**src/rtl/window_scheduler.sv**
```systemverilog
// Strip-window scheduler: steps a 16-row window column by column through the image and handshakes fetch, blur and store units.
// Optional FILTER watchdog is enabled by defining WINDOW_SCHEDULER_WATCHDOG_EN.
module window_scheduler #(
  parameter int IMG_W   = 640,
  parameter int IMG_H   = 480,
  parameter int TIMEOUT = 1023
) (
  input  logic        clk,
  input  logic        n_rst,
  input  logic        i_frame_start,
  input  logic        i_abort,
  input  logic        i_fetch_ack,
  input  logic        i_blur_final,
  input  logic        i_store_ack,
  output logic        o_fetch_req,
  output logic        o_anchor_moving,
  output logic [31:0] o_anchor_x,
  output logic [31:0] o_anchor_y,
  output logic        o_store_req,
  output logic        o_busy,
  output logic        o_frame_done,
  output logic        o_timeout_err
);

  localparam int          STRIP_H = 16;
  localparam logic [31:0] LAST_X  = 32'(IMG_W - 1);
  localparam logic [31:0] LAST_Y  = 32'(IMG_H - STRIP_H);

  typedef enum logic [2:0] {
    S_IDLE,
    S_FETCH,
    S_FILTER,
    S_STORE,
    S_NEXT
  } state_t;

  state_t      r_state;
  logic [31:0] r_anchor_x;
  logic [31:0] r_anchor_y;
  logic        r_anchor_moving;
  logic        r_frame_done;
  logic        w_last_x;
  logic        w_last_col;
  logic        w_wd_expire;

  assign w_last_x   = (r_anchor_x >= LAST_X);
  assign w_last_col = w_last_x && (r_anchor_y >= LAST_Y);

`ifdef WINDOW_SCHEDULER_WATCHDOG_EN
  localparam int WD_W = (TIMEOUT < 2) ? 1 : $clog2(TIMEOUT + 1);

  logic [WD_W-1:0] r_wd_cnt;
  logic            r_timeout_err;

  // The TIMEOUT-th FILTER cycle without blur_final is the one that gives up.
  assign w_wd_expire = (r_state == S_FILTER) && !i_blur_final &&
                       (r_wd_cnt >= WD_W'(TIMEOUT - 1));

  always_ff @(posedge clk or negedge n_rst) begin
    if (!n_rst) begin
      r_wd_cnt      <= '0;
      r_timeout_err <= 1'b0;
    end else begin
      if (r_state == S_FETCH && i_fetch_ack && !i_abort) begin
        r_wd_cnt <= '0;
      end else if (r_state == S_FILTER && !i_blur_final && !w_wd_expire) begin
        r_wd_cnt <= r_wd_cnt + 1'b1;
      end

      if (r_state == S_IDLE && i_frame_start) begin
        r_timeout_err <= 1'b0;
      end else if (w_wd_expire && !i_abort) begin
        r_timeout_err <= 1'b1;
      end
    end
  end

  assign o_timeout_err = r_timeout_err;
`else
  // Watchdog compiled out; this only references TIMEOUT and is constant 0.
  assign w_wd_expire   = (TIMEOUT < 0);
  assign o_timeout_err = 1'b0;
`endif

  // NOTE: state, anchors and pulse flags all reset asynchronously so outputs drop the moment n_rst falls.
  always_ff @(posedge clk or negedge n_rst) begin
    if (!n_rst) begin
      r_state         <= S_IDLE;
      r_anchor_x      <= '0;
      r_anchor_y      <= '0;
      r_anchor_moving <= 1'b0;
      r_frame_done    <= 1'b0;
    end else begin
      // NOTE: pulses default low here; a later non-blocking assignment in the case below overrides it for one cycle.
      r_anchor_moving <= 1'b0;
      r_frame_done    <= 1'b0;

      if (i_abort && r_state != S_IDLE) begin
        r_state <= S_IDLE;
      end else begin
        unique case (r_state)
          S_IDLE: begin
            if (i_frame_start) begin
              r_state    <= S_FETCH;
              r_anchor_x <= '0;
              r_anchor_y <= '0;
            end
          end
          S_FETCH: begin
            if (i_fetch_ack) begin
              r_state         <= S_FILTER;
              r_anchor_moving <= 1'b1;
            end
          end
          S_FILTER: begin
            if (i_blur_final) begin
              r_state <= S_STORE;
            end else if (w_wd_expire) begin
              r_state <= S_IDLE;
            end
          end
          S_STORE: begin
            if (i_store_ack) begin
              r_state      <= S_NEXT;
              r_frame_done <= w_last_col;
            end
          end
          S_NEXT: begin
            if (!w_last_x) begin
              r_state    <= S_FETCH;
              r_anchor_x <= r_anchor_x + 32'd1;
            end else if (!w_last_col) begin
              r_state    <= S_FETCH;
              r_anchor_x <= '0;
              r_anchor_y <= r_anchor_y + 32'(STRIP_H);
            end else begin
              r_state <= S_IDLE;
            end
          end
          default: r_state <= S_IDLE;
        endcase
      end
    end
  end

  assign o_fetch_req     = (r_state == S_FETCH);
  assign o_store_req     = (r_state == S_STORE);
  assign o_busy          = (r_state != S_IDLE);
  assign o_anchor_moving = r_anchor_moving;
  assign o_frame_done    = r_frame_done;
  assign o_anchor_x      = r_anchor_x;
  assign o_anchor_y      = r_anchor_y;

endmodule

```
**config.mk**
```make
export PLATFORM = sky130hd
export DESIGN_NAME = window_scheduler
export DESIGN_NICKNAME = d
export VERILOG_FILES = /design/src/rtl/window_scheduler.sv
export SDC_FILE = /design/constraint.sdc
export NUM_CORES = 1
export LEC_CHECK = 0
export ABC_AREA = 1
export CAP_MARGIN = 20
export CORE_ASPECT_RATIO = 1.5
export CORE_UTILIZATION = 54
export DETAILED_ROUTE_END_ITERATION = 16
export PLACE_DENSITY = 0.85
export SETUP_SLACK_MARGIN = 0.05
export SYNTH_ARGS = -nofsm -noshare
export SYNTH_HDL_FRONTEND = slang
export SYNTH_SLANG_ARGS = --single-unit
```
**constraint.sdc**
```tcl
create_clock -name clk -period 3.9 [get_ports clk]
set_input_delay 0.78 -clock clk [delete_from_list [all_inputs] [get_ports clk]]
set_output_delay 0.78 -clock clk [all_outputs]
set_load 0.005 [all_outputs]
```
==> results.ini, run 1 <==
[status]
status = finished, final reports clean

[place]
dp_cells = 505
pre_cts_ws_ns = 1.36
hpwl_um = 4600
globalplace.congestion = 0.881
port_buffers = 71

[cells_and_area]
syn_to_final_growth_pct = 25.7
num_antenna_cells = 0
nets = 455
multi_input_area_mm2 = 0.00131
stdcell_count = 520
seq_area_mm2 = 0.00163
layout-drive-gt1-share_pct = 16.5
num-fill-cells = 467

[yosys]
synth_compound_area_share_pct = 2.73
synth_area_mm2 = 0.00330
synth_seq_cells = 65
synth_adder_area_share_pct = 1.52
ys_seq_area_share_pct = 49.4
synth_cell_type_count = 32
synth_top_family_by_area = simple AND/OR/NAND/NOR gates
ys_warn_count = 0
synth_mux_area_share_pct = 0
yosys.area_share.simple_pct = 33.0
synth_xor_area_share_pct = 1.86
synth_cells = 369
synth_area_per_cell_um2 = 8.93

[clock_network]
cts_inserted_buffers = 9
clkTransAtPathRegs_ns = 0.07
worstSkewPairLatency_ns = 0.33
cts_setup_buffers = 0
cts_buffer_depth = 2
cts-root-buf = clkbuf_8
ctsResizeCount = 0
cts_tree = built
cts_max_level = 3
postCtsHoldBufs = 0
cts_sinks = 65

[setup_path]
path_max_fanout = 4
crit_arrival_ns = 1.61
cp-end-kind = primary output
cp-start-kind = register
required_ns = 3.12
path_class = register to primary output

[floorplan]
start_util_pct = 56.5
rows = 34
fp.coreArea_mm2 = 0.00583
die_w_um = 65.8
die_y_um = 97.7
dieArea_mm2 = 0.00643
io_pins = 77

[sta]
hold_violations = 0
worstMarginPinSlew_ns = 0.800
finalWorstSetupSlack_ns = 1.51
fmax_mhz = 418
tns_ns = 0
skew_ns = 0.00614
slew_headroom_pct = 46.7
min_period_ns = 2.39
slew_violations = 0
rsz0062_at_grt = false
fin_crit_sh_pct = 61.3
setup_viol = 0

[global_route]
top_usage_layer = met2
grt_pass1_wl_um = 10300
globalRouteMet1Util_pct = 23.9
antenna_found_initial = 0
grt_max_degree = 37
grt_usage_pct = 21.5
overflow = 0
first_global_vias = 2442
met3_usage_pct = 4.93
grt_use_met2_pct = 35.0

[pwr]
p_per_area_mw_per_mm2 = 388
ir_worst_vdd_mv = 0.315
leakage_nw = 1.98
finalPower_mw = 1.61

[routing]
vias = 2499
drc = 0
drtIter0Drc = 92
first_pass_iters = 4
via_per_inst = 4.81
wire_per_inst_um = 11.9
ant_nets = 0
wirelength_um = 6190

[min_path]
hold_class = register to register

[job]
cap_violations = 0

## path summary, 6_finish.rpt
check / from / endpoint / slack (ns) / cells after the start
max: r_state[2] / o_fetch_req / 1.51 / 4
min: o_anchor_y[27] / o_anchor_y[27] / 0.50 / 2
min reg2reg: o_anchor_y[27] / o_anchor_y[27] / 0.50 / 2
max in group asynchronous: n_rst / o_anchor_y[13] / 2.50 / 2
max reg2reg: o_anchor_y[4] / o_anchor_x[28] / 1.68 / 11
min in group asynchronous: n_rst / o_anchor_x[14] / 0.53 / 1
## layer usage
layer | routed length [um] | up-vias | share of wire, %
met5 | 0 | - | 0
li1 | - | 1253 | -
met2 | 3290 | 61 | 53
met3 | 248 | 14 | 4.0
met4 | 181 | 0 | 2.9
met1 | 2470 | 1171 | 40
## kinds of logic (layout without fill, tap and decap cells)
logic type               count (synthesis)  after routing
AND/OR/NAND/NOR                        199            199
XOR/XNOR                                 7              7
other                                    1              5
flip-flops                              65             65
adder cells (fa/ha/maj)                  4              4
buffers and inverters                   76            151
AO/OA/AOI/OAI                           17             17
## power by group
part           switching (mW)  internal [mW]  leakage, nW  total [mW]
Clock                   0.234          0.242       0.0822       0.477
Sequential             0.0207          0.691        0.905       0.712
Combinational           0.305          0.113        0.995       0.417
Total                   0.560           1.05         1.98        1.61
## critical path, cell delays in order, from the launching register on
cell and delay [ns]:
dfrtp_1 0.44, inv_1 0.13, nand3_1 0.12, inv_1 0.09
clkdlybuf4s50_1 0.50
## cells in the final DEF (no fill, tap or decap)
cell	n
a21oi_1	3
and2_0	1
buf_2	1
buf_4	1
clkbuf_1	2
clkbuf_8	10
clkdlybuf4s50_1	70
clkinv_2	2
clkinvlp_4	1
conb_1	5
dfrtp_1	65
ha_1	4
inv_1	55
inv_2	8
inv_4	1
nand2_1	70
nand2_2	16
nand2_4	3
nand3_1	10
nand3_2	1
nand3_4	2
nand4_1	13
nor2_1	50
nor2_2	4
nor2_4	21
nor2_8	1
nor3_1	5
o21a_1	1
o21ai_0	1
o21ai_1	11
o31ai_1	1
or2_2	2
xnor2_1	2
xor2_1	5
## area by class of cell
type                            count  area share (%)
Clock buffer                       12            3.50
Clock inverter                      3           0.423
Inverter                           64            5.86
Multi-Input combinational cell    232            31.5
Sequential cell                    65            39.3
Tap cell                           72            2.18
Timing Repair Buffer               72            17.2
## sequential cells by signal, indices dropped and copies added, names as in the netlist
| name | flops |
|---|---|
| o_anchor_moving | 1 |
| r_state | 3 |
| o_frame_done | 1 |
| o_anchor_y | 28 |
| o_anchor_x | 32 |
## cells in the mapped netlist (all sizes together)
cell | count | area [um^2]
ha | 4 | 50.1
dfrtp | 65 | 1630
o21a | 1 | 7.51
clkbuf | 1 | 3.75
xnor2 | 2 | 17.5
conb | 1 | 3.75
buf | 11 | 131
xor2 | 5 | 43.8
o31ai | 1 | 7.51
a21oi | 3 | 15.0
nand2 | 89 | 397
and2 | 1 | 6.26
nor2 | 76 | 469
o21ai | 12 | 60.1
nand4 | 13 | 81.3
nor3 | 5 | 25.0
inv | 64 | 243
or2 | 2 | 12.5
nand3 | 13 | 95.1
## stage by stage
stage	util [%]	instance area, um^2	hold WS [ns]
3_5_place_dp	68.3	3980	0.482
3_3_place_gp	68.3	3980	0.475
6_report	71.1	4140	0.496
2_1_floorplan	-	3310	0.480
5_1_grt	71.1	4140	0.534
4_1_cts	71.1	4140	0.499
Power figures use the tool's default switching activity.
==> inputs of run 2 (changes only) <==
--- a/config.mk
+++ b/config.mk
@@ -8,9 +8,9 @@
 export ABC_AREA = 1
 export CAP_MARGIN = 20
 export CORE_ASPECT_RATIO = 1.5
-export CORE_UTILIZATION = 54
+export CORE_UTILIZATION = 45
 export DETAILED_ROUTE_END_ITERATION = 16
-export PLACE_DENSITY = 0.85
+export PLACE_DENSITY = 0.76
 export SETUP_SLACK_MARGIN = 0.05
 export SYNTH_ARGS = -nofsm -noshare
 export SYNTH_HDL_FRONTEND = slang
==> constraint.sdc (replaced) <==
create_clock -name clk -period 2 [get_ports clk]
set_input_delay 0.4 -clock clk [delete_from_list [all_inputs] [get_ports clk]]
set_output_delay 0.4 -clock clk [all_outputs]
set_load 0.005 [all_outputs]
==> results.ini, run 2 (same netlist as run 1, synthesis figures left out) <==
[place]
port_buffers = 71  ; unchanged
hpwl_um = 4620  ; +0.40%
post_dp_cell_area_mm2 = 0.00413  ; +3.7%
globalplace.congestion = 0.822  ; -6.7%
pre_cts_ws_ns = -0.0160  ; -1.38 ns
dp_cells = 539  ; +6.7%

[pwr]
leakage_nw = 2.17  ; +9.5%
p_per_area_mw_per_mm2 = 816  ; +110%
p_seq_share_pct = 37.4  ; -6.9 points
power.internal_mw = 2.44  ; +130%
ir_worst_vdd_mv = 0.704  ; +120%
p_clk_share_pct = 29.8  ; about the same
finalPower_mw = 3.70  ; +130%
p_switching_mw = 1.26  ; +130%
comb_power_share_pct = 32.8  ; +6.8 points
p_sw_share_pct = 34.1  ; -0.77 points

[setup_path]
crit_top_cell = inv_2
critPathTopFamily = buffers and inverters
crit_arrival_ns = 1.49  ; -0.12 ns
critical_path.slowest_cell = clkdlybuf4s50_1
required_ns = 1.60  ; -1.52 ns
crit_path_cell_trace = inv_2, nand3_2, inv_2, clkdlybuf4s50_1
cp-end-kind = primary output
path_max_fanout = 4  ; unchanged
path_class = register to primary output
max_stage_delay_ns = 0.49  ; about the same
path_buf_inv = 3  ; unchanged
cp-start-kind = register

[sta]
skew_ns = 0.00909  ; +0.00295 ns
setup_viol = 0  ; unchanged
rsz0062_at_grt = true
finalWorstSetupSlack_ns = 0.106  ; -1.40 ns
fmax_mhz = 528
tns_ns = 0  ; unchanged
hold_violations = 0  ; unchanged
slew_violations = 0  ; unchanged
min_period_ns = 1.89
holdWs_ns = 0.0621  ; -0.433 ns
fin_crit_sh_pct = 94.7

[routing]
drc = 0  ; unchanged
ant_nets = 0  ; unchanged
drtIter0Drc = 140  ; +52%
vias = 2675  ; +7.0%
first_pass_iters = 4  ; unchanged
via_per_inst = 4.68  ; -2.5%
wire_per_inst_um = 12.0  ; +0.44%
wirelength_um = 6830  ; +10%

[clock_network]
cts_inserted_buffers = 9  ; unchanged
clkTransAtPathRegs_ns = 0.07  ; about the same
cts-root-buf = clkbuf_8
cts_buffer_depth = 2  ; unchanged
cts_max_level = 3  ; unchanged
worstSkewPairLatency_ns = 0.33  ; about the same
postCtsHoldBufs = 0  ; unchanged
cts_tree = built
cts_sinks = 65  ; unchanged

[cells_and_area]
layout-drive-gt1-share_pct = 23.0  ; +6.5 points
fin_area_mm2 = 0.00454  ; +9.5%
nets = 480  ; +5.5%
largest_register_ffs = 32  ; unchanged
num-fill-cells = 579  ; +24%
final_util_pct = 64.9  ; -6.2 points
final_cell_mix = clkdlybuf4s50_1 (70), nand2_1 (68), dfrtp_1 (65)
final_common_cell = clkdlybuf4s50_1
stdcell_count = 571  ; +9.8%
syn_to_final_growth_pct = 37.6
num_antenna_cells = 0  ; unchanged

[global_route]
first_global_vias = 2525  ; +3.4%
grt_pass1_wl_um = 11200  ; +7.9%
grt_max_degree = 66  ; +78%
antenna_found_initial = 0  ; unchanged
grt_usage_pct = 18.4  ; -3.0 points
overflow = 0  ; unchanged

[floorplan]
start_util_pct = 47.1  ; -9.4 points
die_w_um = 71.9  ; +9.3%
fp.coreArea_mm2 = 0.00699  ; +20%
die_y_um = 107  ; +9.3%
io_pins = 77  ; unchanged
dieArea_mm2 = 0.00768  ; +19%
rows = 37  ; +8.8%

[job]
cap_violations = 0  ; unchanged

[status]
status = finished, final reports clean

[min_path]
hold_class = primary input to async pin

-- run 2: power groups by stage --
stage | logic, mW | registers, mW | clock network (mW)
2_1_floorplan | 0.836 | 1.41 | 0
3_3_place_gp | 1.00 | 1.41 | 0
3_5_place_dp | 1.02 | 1.41 | 0
4_1_cts | 1.06 | 1.38 | 1.13
5_1_grt | 1.30 | 1.39 | 1.18
6_report | 1.21 | 1.38 | 1.10
-- run 2: final timing paths --
path	endpoint	slack, ns	start	cells past startpoint
worst max-delay path	o_fetch_req	0.11	r_state[1]	4
worst min-delay path	o_anchor_y[18]	0.06	n_rst	2
worst max register to register	o_anchor_x[24]	0.14	o_anchor_x[1]	12
worst min register to register	o_anchor_y[31]	0.51	o_anchor_y[31]	2
max in group asynchronous	o_anchor_x[2]	1.64	n_rst	2
min in group clk	o_anchor_y[31]	0.51	o_anchor_y[31]	2
-- run 2: layer usage --
layer | up-vias | routed length [um] | share of wire, % | GRT usage (%)
li1 | 1307 | - | - | -
met5 | - | 0 | 0 | 0
met3 | 11 | 232 | 3.4 | 4.04
met2 | 65 | 3680 | 54 | 32.2
met1 | 1292 | 2810 | 41 | 21.8
met4 | 0 | 108 | 1.6 | 7.14
-- run 2: final cells by class --
class / count / area, um^2 / area share (%)
clock inverter: 5 / 55.1 / 1.21
inverter: 64 / 248 / 5.46
tap: 97 / 121 / 2.68
clock buffer: 11 / 141 / 3.12
timing repair buffer: 95 / 973 / 21.5
multi-input combinational: 234 / 1370 / 30.2
sequential: 65 / 1630 / 35.9
-- run 2: what timing repair did --
action                     4_1_cts  5_1_grt
pin swaps                        0       10
setup endpoints to repair       30       61
resized for setup                2       18
gates cloned                     1        2
buffers inserted                 1       13
-- run 2: worst reg2reg max path, stage by stage (launching register included) --
cell     delay (ns)
dfrtp_1        0.40
ha_2           0.22
nand2_4        0.07
nor2_4         0.14
nand2_2        0.09
nand2_2        0.07
nand3_2        0.07
nand2_4        0.11
nand3_4        0.17
nand2_8        0.17
inv_8          0.07
buf_12         0.16
nor2_4         0.08
